[src/rtl/uart_tx_fifo.sv]
// UART transmitter fed by a circular transmit FIFO.
// Frames go out back-to-back; parity and stop-bit settings are captured per frame at pop time.
module uart_tx_fifo #(
    parameter int unsigned CLK_FREQ   = 50_000_000,
    parameter int unsigned BAUD_RATE  = 9600,
    parameter int unsigned DATA_BITS  = 8,
    parameter int unsigned FIFO_DEPTH = 16
) (
    input  logic                        clk,
    input  logic                        rst,
    input  logic                        s_valid,
    input  logic [DATA_BITS-1:0]        s_data,
    output logic                        s_ready,
    input  logic [1:0]                  parity_mode,
    input  logic                        two_stop,
    output logic                        tx_line,
    output logic                        tx_busy,
    output logic [$clog2(FIFO_DEPTH):0] fifo_count
);
    localparam int unsigned DIV = CLK_FREQ / BAUD_RATE;
    localparam int unsigned AW  = $clog2(FIFO_DEPTH);
    localparam int unsigned CW  = $clog2(DIV);
    localparam int unsigned BW  = $clog2(DATA_BITS);

    typedef enum logic [2:0] {
        S_IDLE,
        S_START,
        S_DATA,
        S_PARITY,
        S_STOP
    } state_t;

    logic [DATA_BITS-1:0] r_mem [FIFO_DEPTH];
    logic [AW-1:0]        r_wptr;
    logic [AW-1:0]        r_rptr;
    logic [AW:0]          r_count;
    logic [AW:0]          w_count_next;
    logic                 r_ready;
    logic                 w_push;
    logic                 w_pop;
    logic                 w_nonempty;
    logic [DATA_BITS-1:0] w_head;

    state_t               r_state;
    state_t               w_state_next;
    logic [CW-1:0]        r_baud;
    logic [BW-1:0]        r_bitcnt;
    logic [DATA_BITS-1:0] r_shift;
    logic                 r_par_bit;
    logic                 r_par_en;
    logic                 r_two_stop;
    logic                 r_tx;
    logic                 r_busy;
    logic                 w_tx_next;
    logic                 w_baud_end;
    logic                 w_last_data;
    logic                 w_stop_done;

    assign s_ready    = r_ready;
    assign tx_line    = r_tx;
    assign tx_busy    = r_busy;
    assign fifo_count = r_count;

    assign w_push      = s_valid && r_ready;
    assign w_nonempty  = (r_count != '0);
    assign w_head      = r_mem[r_rptr];
    assign w_baud_end  = (r_baud == CW'(DIV - 1));
    assign w_last_data = (r_bitcnt == BW'(DATA_BITS - 1));
    assign w_stop_done = !r_two_stop || (r_bitcnt == BW'(1));

    always_comb begin
        w_count_next = r_count;
        case ({w_push, w_pop})
            2'b10:   w_count_next = r_count + 1'b1;
            2'b01:   w_count_next = r_count - 1'b1;
            default: w_count_next = r_count;
        endcase
    end

    always_ff @(posedge clk) begin
        if (w_push) begin
            r_mem[r_wptr] <= s_data;
        end
    end

    // Ready tracks the post-edge occupancy so a full FIFO never sees an extra push.
    always_ff @(posedge clk) begin
        if (rst) begin
            r_wptr  <= '0;
            r_rptr  <= '0;
            r_count <= '0;
            r_ready <= 1'b1;
        end else begin
            if (w_push) begin
                r_wptr <= r_wptr + AW'(1);
            end
            if (w_pop) begin
                r_rptr <= r_rptr + AW'(1);
            end
            r_count <= w_count_next;
            r_ready <= (w_count_next != (AW + 1)'(FIFO_DEPTH));
        end
    end

    always_ff @(posedge clk) begin
        if (rst) begin
            r_state <= S_IDLE;
        end else begin
            r_state <= w_state_next;
        end
    end

    // tx_line is computed one edge ahead so the line itself comes straight from a flop.
    always_comb begin
        w_state_next = r_state;
        w_tx_next    = r_tx;
        w_pop        = 1'b0;
        case (r_state)
            S_IDLE: begin
                w_tx_next = 1'b1;
                if (w_nonempty) begin
                    w_pop        = 1'b1;
                    w_state_next = S_START;
                    w_tx_next    = 1'b0;
                end
            end
            S_START: begin
                if (w_baud_end) begin
                    w_state_next = S_DATA;
                    w_tx_next    = r_shift[0];
                end
            end
            S_DATA: begin
                if (w_baud_end) begin
                    if (!w_last_data) begin
                        w_tx_next = r_shift[1];
                    end else if (r_par_en) begin
                        w_state_next = S_PARITY;
                        w_tx_next    = r_par_bit;
                    end else begin
                        w_state_next = S_STOP;
                        w_tx_next    = 1'b1;
                    end
                end
            end
            S_PARITY: begin
                if (w_baud_end) begin
                    w_state_next = S_STOP;
                    w_tx_next    = 1'b1;
                end
            end
            S_STOP: begin
                if (w_baud_end && w_stop_done) begin
                    if (w_nonempty) begin
                        w_pop        = 1'b1;
                        w_state_next = S_START;
                        w_tx_next    = 1'b0;
                    end else begin
                        w_state_next = S_IDLE;
                        w_tx_next    = 1'b1;
                    end
                end
            end
            default: begin
                w_state_next = S_IDLE;
                w_tx_next    = 1'b1;
            end
        endcase
    end

    always_ff @(posedge clk) begin
        if (rst) begin
            r_tx       <= 1'b1;
            r_busy     <= 1'b0;
            r_baud     <= '0;
            r_bitcnt   <= '0;
            r_shift    <= '0;
            r_par_bit  <= 1'b0;
            r_par_en   <= 1'b0;
            r_two_stop <= 1'b0;
        end else begin
            r_tx   <= w_tx_next;
            r_busy <= (w_state_next != S_IDLE);

            if (w_pop || w_baud_end || (r_state == S_IDLE)) begin
                r_baud <= '0;
            end else begin
                r_baud <= r_baud + CW'(1);
            end

            if (w_pop || (w_baud_end && (w_state_next != r_state))) begin
                r_bitcnt <= '0;
            end else if (w_baud_end) begin
                r_bitcnt <= r_bitcnt + BW'(1);
            end

            if (w_pop) begin
                r_shift    <= w_head;
                r_par_bit  <= (^w_head) ^ (parity_mode == 2'b10);
                r_par_en   <= (parity_mode == 2'b01) || (parity_mode == 2'b10);
                r_two_stop <= two_stop;
            end else if ((r_state == S_DATA) && w_baud_end) begin
                r_shift <= r_shift >> 1;
            end
        end
    end

endmodule

[config.mk]
export PLATFORM = sky130hd
export DESIGN_NAME = uart_tx_fifo
export DESIGN_NICKNAME = d
export VERILOG_FILES = /design/src/rtl/uart_tx_fifo.sv
export SDC_FILE = /design/constraint.sdc
export NUM_CORES = 1
export LEC_CHECK = 0
export CAP_MARGIN = 20
export CORE_MARGIN = 2
export CORE_UTILIZATION = 35
export DETAILED_ROUTE_END_ITERATION = 10
export GPL_TIMING_DRIVEN = 0
export PLACE_DENSITY = 0.49
export SYNTH_ARGS = -nofsm -noshare
export SYNTH_HDL_FRONTEND = slang
export SYNTH_SLANG_ARGS = --single-unit
[constraint.sdc]
create_clock -name clk -period 4.2 [get_ports clk]
set_clock_uncertainty 0.05 [all_clocks]
set_input_delay 0.84 -clock clk [delete_from_list [all_inputs] [get_ports clk]]
set_output_delay 0.84 -clock clk [all_outputs]
set_load 0.005 [all_outputs]
# Word level (Yosys, flattened, before mapping)
# Memories as Yosys holds them, arrays and structs flattened. A register that Yosys moved wholly into a read port is not among the register bits.
# Cells that the tools add are included.
[op_classes] add_sub_neg=6 n_eq_ne=17 n_mux=27 bitwise_logic=1 n_reduce_logical=18
[ops] cell="3-bit 2-to-1 mux" count=7
[ops] cell="8-bit 2-to-1 mux" count=2
[ops] cell="3-bit one-hot mux with 5 select lines" count=1
[ops] cell="13-bit by 1-bit adder with 13-bit output, second input constant" count=1
[ops] cell="13-bit == test, second input constant" count=1
[ops] cell="1-bit 2-to-1 mux" count=12
[ops] cell="5-bit one-hot mux with 2 select lines" count=1
[ops] cell="4-bit by 1-bit adder with 4-bit output, second input constant" count=2
[ops] cell="4-bit 2-to-1 mux" count=2
[ops] cell="2-bit inequality test, second input constant" count=4
[ops] cell="8-bit parity" count=1
[ops] cell="3-bit by 1-bit == test with 1-bit output, second input constant" count=2
[ops] cell="3-bit by 2-bit == test with 1-bit output, second input constant" count=2
[ops] cell="3-bit == test, second input constant" count=2
[ops] cell="5-bit by 1-bit adder with 5-bit output, second input constant" count=1
[ops] cell="1-bit logical OR" count=5
[ops] cell="5-bit inequality test, second input constant" count=1
[ops] cell="1-bit one-hot mux with 5 select lines" count=1
[ops] cell="5-bit nonzero test" count=1
[ops] cell="5-bit by 1-bit subtractor with 5-bit output, second input constant" count=1
[ops] cell="2-bit by 1-bit == test with 1-bit output, second input constant" count=2
[ops] cell="2-bit == test, second input constant" count=2
[ops] cell="1-bit logical AND" count=4
[ops] cell="4-bit AND reduction" count=1
[ops] cell="other kinds (9)" count=10
[word_totals] ff_bits=46 ramBits=128 inputBits=14 out_inout_bits=8 wordCells=83 n_memories=1
[memory_table] name="r_mem" depth=16 word_bits=8 rd=1 rd_ports_with_merged_regs=1 write_ports=1 line_no="33" rtl="logic [DATA_BITS-1:0] r_mem [FIFO_DEPTH];"

# Depth between registers and ports, before layout
# Gate-level depths: netlist of the first run.
[depth] depth_word=9 depth_mapped=18

# Worst setup path before layout of the first run
# OpenSTA, ideal clock, no wires.
[synth_path] path_type="register to register" startpoint="reg r_baud[0]" endpoint="reg r_ready (netlist: s_ready)" setup_time_ns=0.132 arrival_time_ns=3.185 setup_slack_ns=0.833 stages_incl_launch_ff=19 n_path_buf=2 cell_sequence="dfxtp_1 -> ha_1 -> and4_1 -> nand3_1 -> a21o_1 -> a21o_1 -> inv_1 -> buf_6 -> ha_1 -> clkbuf_1 -> xor2_1 -> ha_1 -> a21o_1 -> nand2_1 -> a21oi_1 -> a221oi_1 -> or3_1 -> a21oi_1 -> nand4_1"
[synth_via] elab_chain_len=7
[synth_lines] item="start: declaration" line_no="46" rtl="logic [CW-1:0] r_baud;"
[synth_lines] item="start signal: assignment" line_no="188" rtl="r_baud <= r_baud + CW'(1);"
[synth_lines] item="13-bit == test (*)" line_no="67" rtl="assign w_baud_end = (r_baud == CW'(DIV - 1));"
[synth_lines] item="1-bit logical AND (*)" line_no="153" rtl="if (w_baud_end && w_stop_done) begin"
[synth_lines] item="1-bit 2-to-1 mux (*)" line_no="153"
[synth_lines] item="1-bit one-hot mux with 2 select lines (*)" line_no="118" rtl="case (r_state)"
[synth_lines] item="2-bit by 1-bit == test with 1-bit output or 2-bit == test (tied branches)" line_no="73" rtl="case ({w_push, w_pop})"
[synth_lines] item="5-bit one-hot mux with 2 select lines (*)" line_no="73"
[synth_lines] item="5-bit inequality test (*)" line_no="101" rtl="r_ready <= (w_count_next != (AW + 1)'(FIFO_DEPTH));"
[synth_lines] item="end signal: assignment" line_no="101"
[synth_lines] item="end: declaration" line_no="38" rtl="logic r_ready;"
# Every way passes the cells marked *; elsewhere a longest branch is shown, timed or not.
# A chain may end at the register's enable or synchronous reset.

# Worst setup path after layout of the first run
[layout_path] startpoint="reg r_baud[10]" endpoint="reg r_ready (netlist: s_ready)"
# Same word-level chain as after synthesis.

==> results of run 1 <==
[cells in the mapped netlist (all sizes together) (3+ instances only)]
cell type  count
a21o           4
inv            9
a21oi         12
ha            13
o21ai          7
a211oi         8
nand2b         4
mux2i          9
edfxtp       128
a22oi          6
nand4          4
clkbuf        15
mux4          36
nor4b          3
dfxtp         50
nor2b          5
nor3          11
nand2         27
nor2          58
buf           11
xor2          15
nand3         16
and3           3
xnor2          9
xnor3          3
[area by class of cell]
| type | instances | area (um2) |
|---|---|---|
| Fill cell | 1993 | 12370 |
| Sequential cell | 178 | 4845 |
| Multi-Input combinational cell | 275 | 2411 |
| Clock buffer | 18 | 429.2 |
| Tap cell | 275 | 344.1 |
| Timing Repair Buffer | 22 | 215.2 |
| Buffer | 25 | 162.7 |
| Clock inverter | 14 | 147.6 |
| Inverter | 9 | 33.78 |
[through the flow]
step,power [mW],area (um2)
after floorplan,3.237,7431
after global placement,3.623,7975
after detailed placement,3.641,7995
after CTS,5.203,8572
after global routing,5.425,8588
final,5.139,8588
[worst max-delay path: cells and delay by family, from the launching register on]
family / cells / cell delay, ps
buf+inv: 2 / 310
compound gates: 6 / 1010
simple gates: 5 / 1120
fa+ha+maj: 2 / 520
xor+xnor: 1 / 180
flops: 1 / 390
[cells in the final DEF, fill, tap and decap left out, types with 3 or more instances in the layout]
cell type	instances
sky130_fd_sc_hd__mux4_2	22
sky130_fd_sc_hd__inv_1	9
sky130_fd_sc_hd__xnor3_1	3
sky130_fd_sc_hd__a21o_1	4
sky130_fd_sc_hd__a21oi_1	12
sky130_fd_sc_hd__inv_6	4
sky130_fd_sc_hd__a211oi_1	8
sky130_fd_sc_hd__ha_1	11
sky130_fd_sc_hd__mux4_1	14
sky130_fd_sc_hd__nor3_1	7
sky130_fd_sc_hd__nor2b_1	5
sky130_fd_sc_hd__clkdlybuf4s50_1	20
sky130_fd_sc_hd__xnor2_1	8
sky130_fd_sc_hd__a22oi_1	6
sky130_fd_sc_hd__clkbuf_1	13
sky130_fd_sc_hd__buf_4	5
sky130_fd_sc_hd__o21ai_0	6
sky130_fd_sc_hd__and3_1	3
sky130_fd_sc_hd__nor2_1	58
sky130_fd_sc_hd__edfxtp_1	128
sky130_fd_sc_hd__nand2_1	27
sky130_fd_sc_hd__mux2i_1	9
sky130_fd_sc_hd__nor3_2	4
sky130_fd_sc_hd__nor4b_1	3
sky130_fd_sc_hd__xor2_1	15
sky130_fd_sc_hd__nand3_1	16
sky130_fd_sc_hd__inv_8	3
sky130_fd_sc_hd__nand4_1	4
sky130_fd_sc_hd__clkbuf_16	17
sky130_fd_sc_hd__dfxtp_1	50
sky130_fd_sc_hd__nand2b_1	4
[worst max-delay path by stage]
stage               slack, ps             startpoint            endpoint
detailed placement        250  r_baud[10]$_SDFF_PP0_  s_ready$_SDFF_PP1_
finish                    480  r_baud[10]$_SDFF_PP0_  s_ready$_SDFF_PP1_
global placement          260   r_baud[8]$_SDFF_PP0_  s_ready$_SDFF_PP1_
CTS                       180   r_baud[0]$_SDFF_PP0_  s_ready$_SDFF_PP1_
global route               90  r_baud[10]$_SDFF_PP0_  s_ready$_SDFF_PP1_
floorplan                 830   r_baud[0]$_SDFF_PP0_  s_ready$_SDFF_PP1_
[registers in the layout, summed over array words and instances, names as in the netlist, named ones only]
register    flops
tx_busy         1
r_par_en        1
r_rptr          4
r_par_bit       1
r_two_stop      1
s_ready         1
tx_line         1
r_baud         13
r_bitcnt        3
r_shift         8
r_state         3
r_mem         128
r_wptr          4
fifo_count      5
[power groups by stage]
stage	sequential, mW	combinational, mW	clock, mW
2_1_floorplan	2.13	1.10	0
3_3_place_gp	2.16	1.47	0
3_5_place_dp	2.16	1.48	0
4_1_cts	2.12	1.49	1.59
5_1_grt	2.14	1.63	1.66
6_report	2.12	1.47	1.55
[cell families after synthesis]
family	count (synthesis)
buf+inv	35
mux	45
xor+xnor	27
compound gates	45
flops	178
simple gates	145
fa+ha+maj	13
[metal layers]
| layer | wire length, um | part of all wire | global-route usage | vias up |
|---|---|---|---|---|
| li1 | - | - | - | 1944 |
| met1 | 6941 | 0.47 | 0.1866 | 2052 |
| met2 | 7327 | 0.49 | 0.2367 | 53 |
| met3 | 511 | 0.034 | 0.03476 | 4 |
| met4 | 78 | 0.0052 | 0.03821 | 0 |
| met5 | 0 | 0 | 0 | - |
[timing repair]
| action | CTS | global route |
|---|---|---|
| setup buffers | 0 | 2 |
| endpoints found under the setup margin | 0 | 2 |
| gates resized for setup | 0 | 2 |
==> results.py, run 1 <==
metrics = {
    "run_status": {
        "status": "completed",
    },
    "sta": {
        "setup_slack_ps": 478.1,
        "setup_viol": 0,
        "finalWorstPathRequiredPeriod_ps": 3722,
        "max_slew_margin": 0.3334,
        "fmax_ghz": 0.2687,
        "rsz_0062_raised_after_global_routing": "no",
        "whs_ps": 410.3,
        "final-hold-violation-count": 0,
        "fin_tns_setup_ps": 0,
        "final_min_period_over_clock_period": 0.8862,
        "slew_viol_final": 0,
        "timing_worst_slew_pin_value_ps": 996.2,
    },
    "yosys": {
        "cell_type_with_the_highest_aggregate_area_in_the_netlist": "sky130_fd_sc_hd__edfxtp_1",
        "synth_top_area_share": 0.5173,
        "post_synth_num_cell_types": 48,
        "post_synth_fa_ha_maj_area_fraction": 0.02189,
        "yosysSeqAreaShare": 0.6520,
        "yosys-mux-area-fraction": 0.1283,
        "combinational_family_with_the_most_area_after_synthesis": "multiplexers",
        "postSynthNetCount": 515,
        "synth-xor-area-share": 0.03839,
        "synth-edff-count": 128,
        "synth.cell_area_um2": 7431,
        "synthesized_area_fraction_occupied_by_and_or_nand_nor_cells": 0.09278,
        "postSynthAreaPerCell_um2": 15.23,
        "asyncSetResetFlopFracSynth": 0,
        "synth_compound_gate_area_share": 0.03974,
        "synthFlopType": "sky130_fd_sc_hd__edfxtp_1",
        "cells_after_synth": 488,
        "synthesis.yosys.warnings": 0,
        "ff_latch_count_synth": 178,
        "netlist_top_cells_area": "sky130_fd_sc_hd__edfxtp_1 (52%), sky130_fd_sc_hd__dfxtp_1 (13%), sky130_fd_sc_hd__mux4_2 (6.7%)",
    },
    "routing": {
        "vias_per_cell": 4.967,
        "final_antenna_net_count": 0,
        "wl_per_cell_um": 18.21,
        "detailed_router_s_first_iteration_violation_count": 283,
        "wirelength_um": 14860,
        "final_routed_drc_violation_total": 0,
        "vias": 4053,
        "dr.pass1.iters": 5,
    },
    "setup_path": {
        "crit_slowest_cell": "sky130_fd_sc_hd__dfxtp_1",
        "reg2reg_depth": 16,
        "timing.critical_path.arrival_ps": 3950,
        "stage_delay_of_the_slowest_cell_on_the_critical_path_ps": 390,
        "timing.reg2reg.setup_slack_ps": 480,
        "worst_setup_end_kind": "flop",
        "worst-setup-path-type": "flop to flop",
        "crit-reg2reg-launch": "r_baud[10]$_SDFF_PP0_",
        "worst_ep_required_time_ps": 4430,
        "worstSetupStartpointType": "flop",
        "critical_r2r_capture": "s_ready$_SDFF_PP1_",
        "timing.critical_path.cells": "nor4b_1 -> nand3_1 -> a21o_1 -> a21o_1 -> inv_1 -> buf_6 -> ha_2 -> xor2_1 -> ha_1 -> a21o_1 -> nand2_1 -> a21oi_1 -> a221oi_1 -> or3_1 -> a21oi_1 -> nand4_1",
        "crit_path_frequent_cell": "sky130_fd_sc_hd__a21o_1",
        "critPathMaxFanout": 11,
    },
    "clock_network": {
        "cts_num_sinks": 178,
        "holdBufCountCts": 0,
        "cts-root-buf": "sky130_fd_sc_hd__clkbuf_16",
        "path_clk_slew_ps": 70,
        "clock_latency_ps": 420,
        "cts.htree.levels": 4,
        "cts_inserted_buffers": 17,
        "ctsLongestPathBuffers": 2,
        "tritoncts": "yes",
    },
    "pwr": {
        "power.switching_mw": 1.542,
        "leakage_nw": 2.867,
        "power_report.internal_total_mw": 3.597,
        "max_rail_drop_vdd_mv": 0.2604,
        "clock_power_share": 0.301,
        "p_comb_frac": 0.286,
        "swShare": 0.3000,
        "seqPwrFrac": 0.412,
        "power_density_over_the_cells_nw_per_um2": 598.4,
    },
    "floorplan": {
        "initial_utilization": 0.3546,
        "top_level_ports": 22,
        "rows": 53,
        "fp.dieH_um": 149.7,
        "die_width_um": 149.7,
        "coreArea_um2": 20960,
        "design.die.area_um2": 22410,
    },
    "run": {
        "drv.max_cap_violation_count": 0,
    },
    "min_path": {
        "min_delay_worst_endpoint": "r_par_bit$_SDFFE_PP0N_",
        "holdCritStartpoint": "r_par_bit$_SDFFE_PP0N_",
        "hold_depth": 2,
        "timing.hold.worst.class": "flop to flop",
    },
    "grt": {
        "grt_max_degree": 18,
        "via_count_of_the_first_global_routing_pass": 4125,
        "global_route_wire_length_before_repair_um": 23360,
        "grt-ovfl-total": 0,
        "groute.usage.overall": 0.1421,
        "antenna_violations_before_repair": 0,
    },
    "cells_and_area": {
        "fin_nets": 555,
        "post_route_cells_drive_above_1_share": 0.1386,
        "finalNonFillerCells": 816,
        "insertedDiodeCount": 0,
        "utilization": 0.4098,
        "syn2layout_area_growth_pct": 15.58,
    },
    "placement": {
        "gpl.final_weighted_congestion": 0.7603,
        "port_buffer_count": 20,
        "dpl.cell_count": 783,
        "dpl.hpwl_um": 9877,
        "placement.setup.worst_slack_ps": 251.5,
    },
}
No activity file was read; power rests on OpenSTA's default activity.
==> run 2, diff against run 1 <==
--- a/config.mk
+++ b/config.mk
@@ -5,12 +5,12 @@
 export SDC_FILE = /design/constraint.sdc
 export NUM_CORES = 1
 export LEC_CHECK = 0
-export CAP_MARGIN = 20
 export CORE_MARGIN = 2
 export CORE_UTILIZATION = 35
 export DETAILED_ROUTE_END_ITERATION = 10
 export GPL_TIMING_DRIVEN = 0
-export PLACE_DENSITY = 0.49
+export PLACE_DENSITY = 0.51
+export SKIP_CTS_REPAIR_TIMING = 1
 export SYNTH_ARGS = -nofsm -noshare
 export SYNTH_HDL_FRONTEND = slang
 export SYNTH_SLANG_ARGS = --single-unit
==> constraint.sdc (replaced) <==
create_clock -name clk -period 3.3 [get_ports clk]
set_clock_uncertainty 0.05 [all_clocks]
set_input_delay 0.66 -clock clk [delete_from_list [all_inputs] [get_ports clk]]
set_output_delay 0.66 -clock clk [all_outputs]
set_load 0.005 [all_outputs]
==> results.py, run 2 (synthesized netlist as in run 1, its figures left out) <==
metrics = {
    "grt": {
        "global_route.usage.met3": 0.02835,
        "antenna_violations_before_repair": 0,
        "grt_max_degree": 17,
        "via_count_of_the_first_global_routing_pass": 4127,
        "groute.usage.overall": 0.1455,
        "grt-busiest-layer": "met2",
        "grt_util_met1": 0.1990,
        "grt-ovfl-total": 0,
        "grt_util_met2": 0.2344,
        "global_route_wire_length_before_repair_um": 24020,
    },
    "placement": {
        "dpl.cell_count": 784,
        "gpl.final_weighted_congestion": 0.7568,
        "placement.setup.worst_slack_ps": -666.0,
        "port_buffer_count": 20,
        "dpl.hpwl_um": 10190,
        "placedInstanceArea_um2": 7991,
    },
    "cells_and_area": {
        "finalNonFillerCells": 826,
        "most-common-layout-cells": "sky130_fd_sc_hd__edfxtp_1 (128), sky130_fd_sc_hd__nor2_1 (58), sky130_fd_sc_hd__dfxtp_1 (41)",
        "syn2layout_area_growth_pct": 18.24,
        "post_route_cells_drive_above_1_share": 0.1906,
        "insertedDiodeCount": 0,
        "register_containing_the_most_flip_flops_in_the_final_layout": "r_mem",
        "layout_commonest_cell": "sky130_fd_sc_hd__edfxtp_1",
        "largest_reg_flops": 128,
        "stdcell_area_um2": 8786,
        "utilization": 0.4193,
        "largestRegisters": "r_mem: 128 flops, r_baud: 13 flops, r_shift: 8 flops",
        "fin_nets": 566,
    },
    "clock_network": {
        "ctsLongestPathBuffers": 2,
        "cts-root-buf": "sky130_fd_sc_hd__clkbuf_16",
        "clock_latency_ps": 430,
        "tritoncts": "yes",
        "cts_num_sinks": 178,
        "cts_inserted_buffers": 17,
        "cts.htree.levels": 4,
        "path_clk_slew_ps": 70,
    },
    "setup_path": {
        "worstSetupStartpointType": "flop",
        "crit_slowest_cell": "sky130_fd_sc_hd__or4_1",
        "worst_setup_end_kind": "flop",
        "timing.critical_path.arrival_ps": 3550,
        "reg2reg_depth": 16,
        "worst-setup-path-type": "flop to flop",
        "critPathMaxFanout": 8,
        "timing.critical_path.cells": "or4_1 -> o21ai_2 -> a21o_1 -> inv_2 -> buf_8 -> ha_4 -> buf_6 -> xor2_1 -> ha_2 -> a21o_1 -> nand2_1 -> a21oi_2 -> a221oi_2 -> or3_1 -> a21oi_2 -> nand4_1",
        "worst_ep_required_time_ps": 3540,
        "stage_delay_of_the_slowest_cell_on_the_critical_path_ps": 530,
    },
    "floorplan": {
        "design.die.area_um2": 22410,
        "fp.dieH_um": 149.7,
        "coreArea_um2": 20960,
        "top_level_ports": 22,
        "die_width_um": 149.7,
        "initial_utilization": 0.3546,
        "rows": 53,
    },
    "min_path": {
        "timing.hold.worst.class": "flop to flop",
        "hold_depth": 1,
    },
    "routing": {
        "wirelength_um": 15630,
        "dr.pass1.iters": 4,
        "vias": 4151,
        "wl_per_cell_um": 18.93,
        "vias_per_cell": 5.025,
        "final_antenna_net_count": 0,
        "final_routed_drc_violation_total": 0,
        "detailed_router_s_first_iteration_violation_count": 276,
    },
    "run": {
        "drv.max_cap_violation_count": 0,
    },
    "pwr": {
        "max_rail_drop_vdd_mv": 0.3131,
        "power_density_over_the_cells_nw_per_um2": 774.3,
        "leakage_nw": 2.941,
        "p_total_mw": 6.803,
    },
    "run_status": {
        "violations": "negative setup slack",
        "status": "finished, violations left",
    },
    "sta": {
        "finalWorstPathRequiredPeriod_ps": 3309,
        "final_min_period_over_clock_period": 1.003,
        "fmax_ghz": 0.3022,
        "setup_slack_ps": -8.667,
        "fin_tns_setup_ps": -8.667,
        "slew_viol_final": 0,
        "setup_viol": 1,
        "max_slew_margin": 0.2987,
        "rsz_0062_raised_after_global_routing": "yes",
        "final-hold-violation-count": 0,
        "timing_worst_slew_pin_value_ps": 1048,
        "whs_ps": 399.0,
    },
}
[run 2: path summary, 6_finish.rpt]
path	startpoint	endpoint	slack, ps
worst min register to register	r_baud[0]$_SDFF_PP0_	r_baud[0]$_SDFF_PP0_	400
worst max-delay path	fifo_count[1]$_SDFF_PP0_	s_ready$_SDFF_PP1_	-9
worst min-delay path	r_baud[0]$_SDFF_PP0_	r_baud[0]$_SDFF_PP0_	400
worst max register to register	fifo_count[1]$_SDFF_PP0_	s_ready$_SDFF_PP1_	-9
[run 2: final cells by class]
class                      count  area, um2
fill                        1957      12170
sequential                   178       4863
multi-input combinational    275       2496
clock buffer                  18      429.2
tap                          275      344.1
timing repair buffer          33      295.3
buffer                        25      173.9
clock inverter                13      150.1
inverter                       9      33.78
[run 2: worst max-delay path, delay by kind of cell, from the launching register on]
kind	cells	cell delay [ps]
and+or+nand+nor	4	1120
AOI/OAI and AO/OA	6	810
DFF	1	370
adders and majority gates	2	370
buffers and inverters	3	290
xor gates and xnor gates	1	140
[run 2: per-layer routing]
metal  part of all wire  vias up
li1                   -     1963
met1               0.49     2129
met2               0.48       51
met3              0.023        8
met4             0.0070        0
met5                  0        -
[run 2: report_power, final]
part | switching, mW | total (mW) | leakage (nW) | internal, mW
Clock | 0.890 | 2.02 | 0.279 | 1.13
Sequential | 0.136 | 2.71 | 1.57 | 2.58
Combinational | 1.01 | 2.07 | 1.09 | 1.06
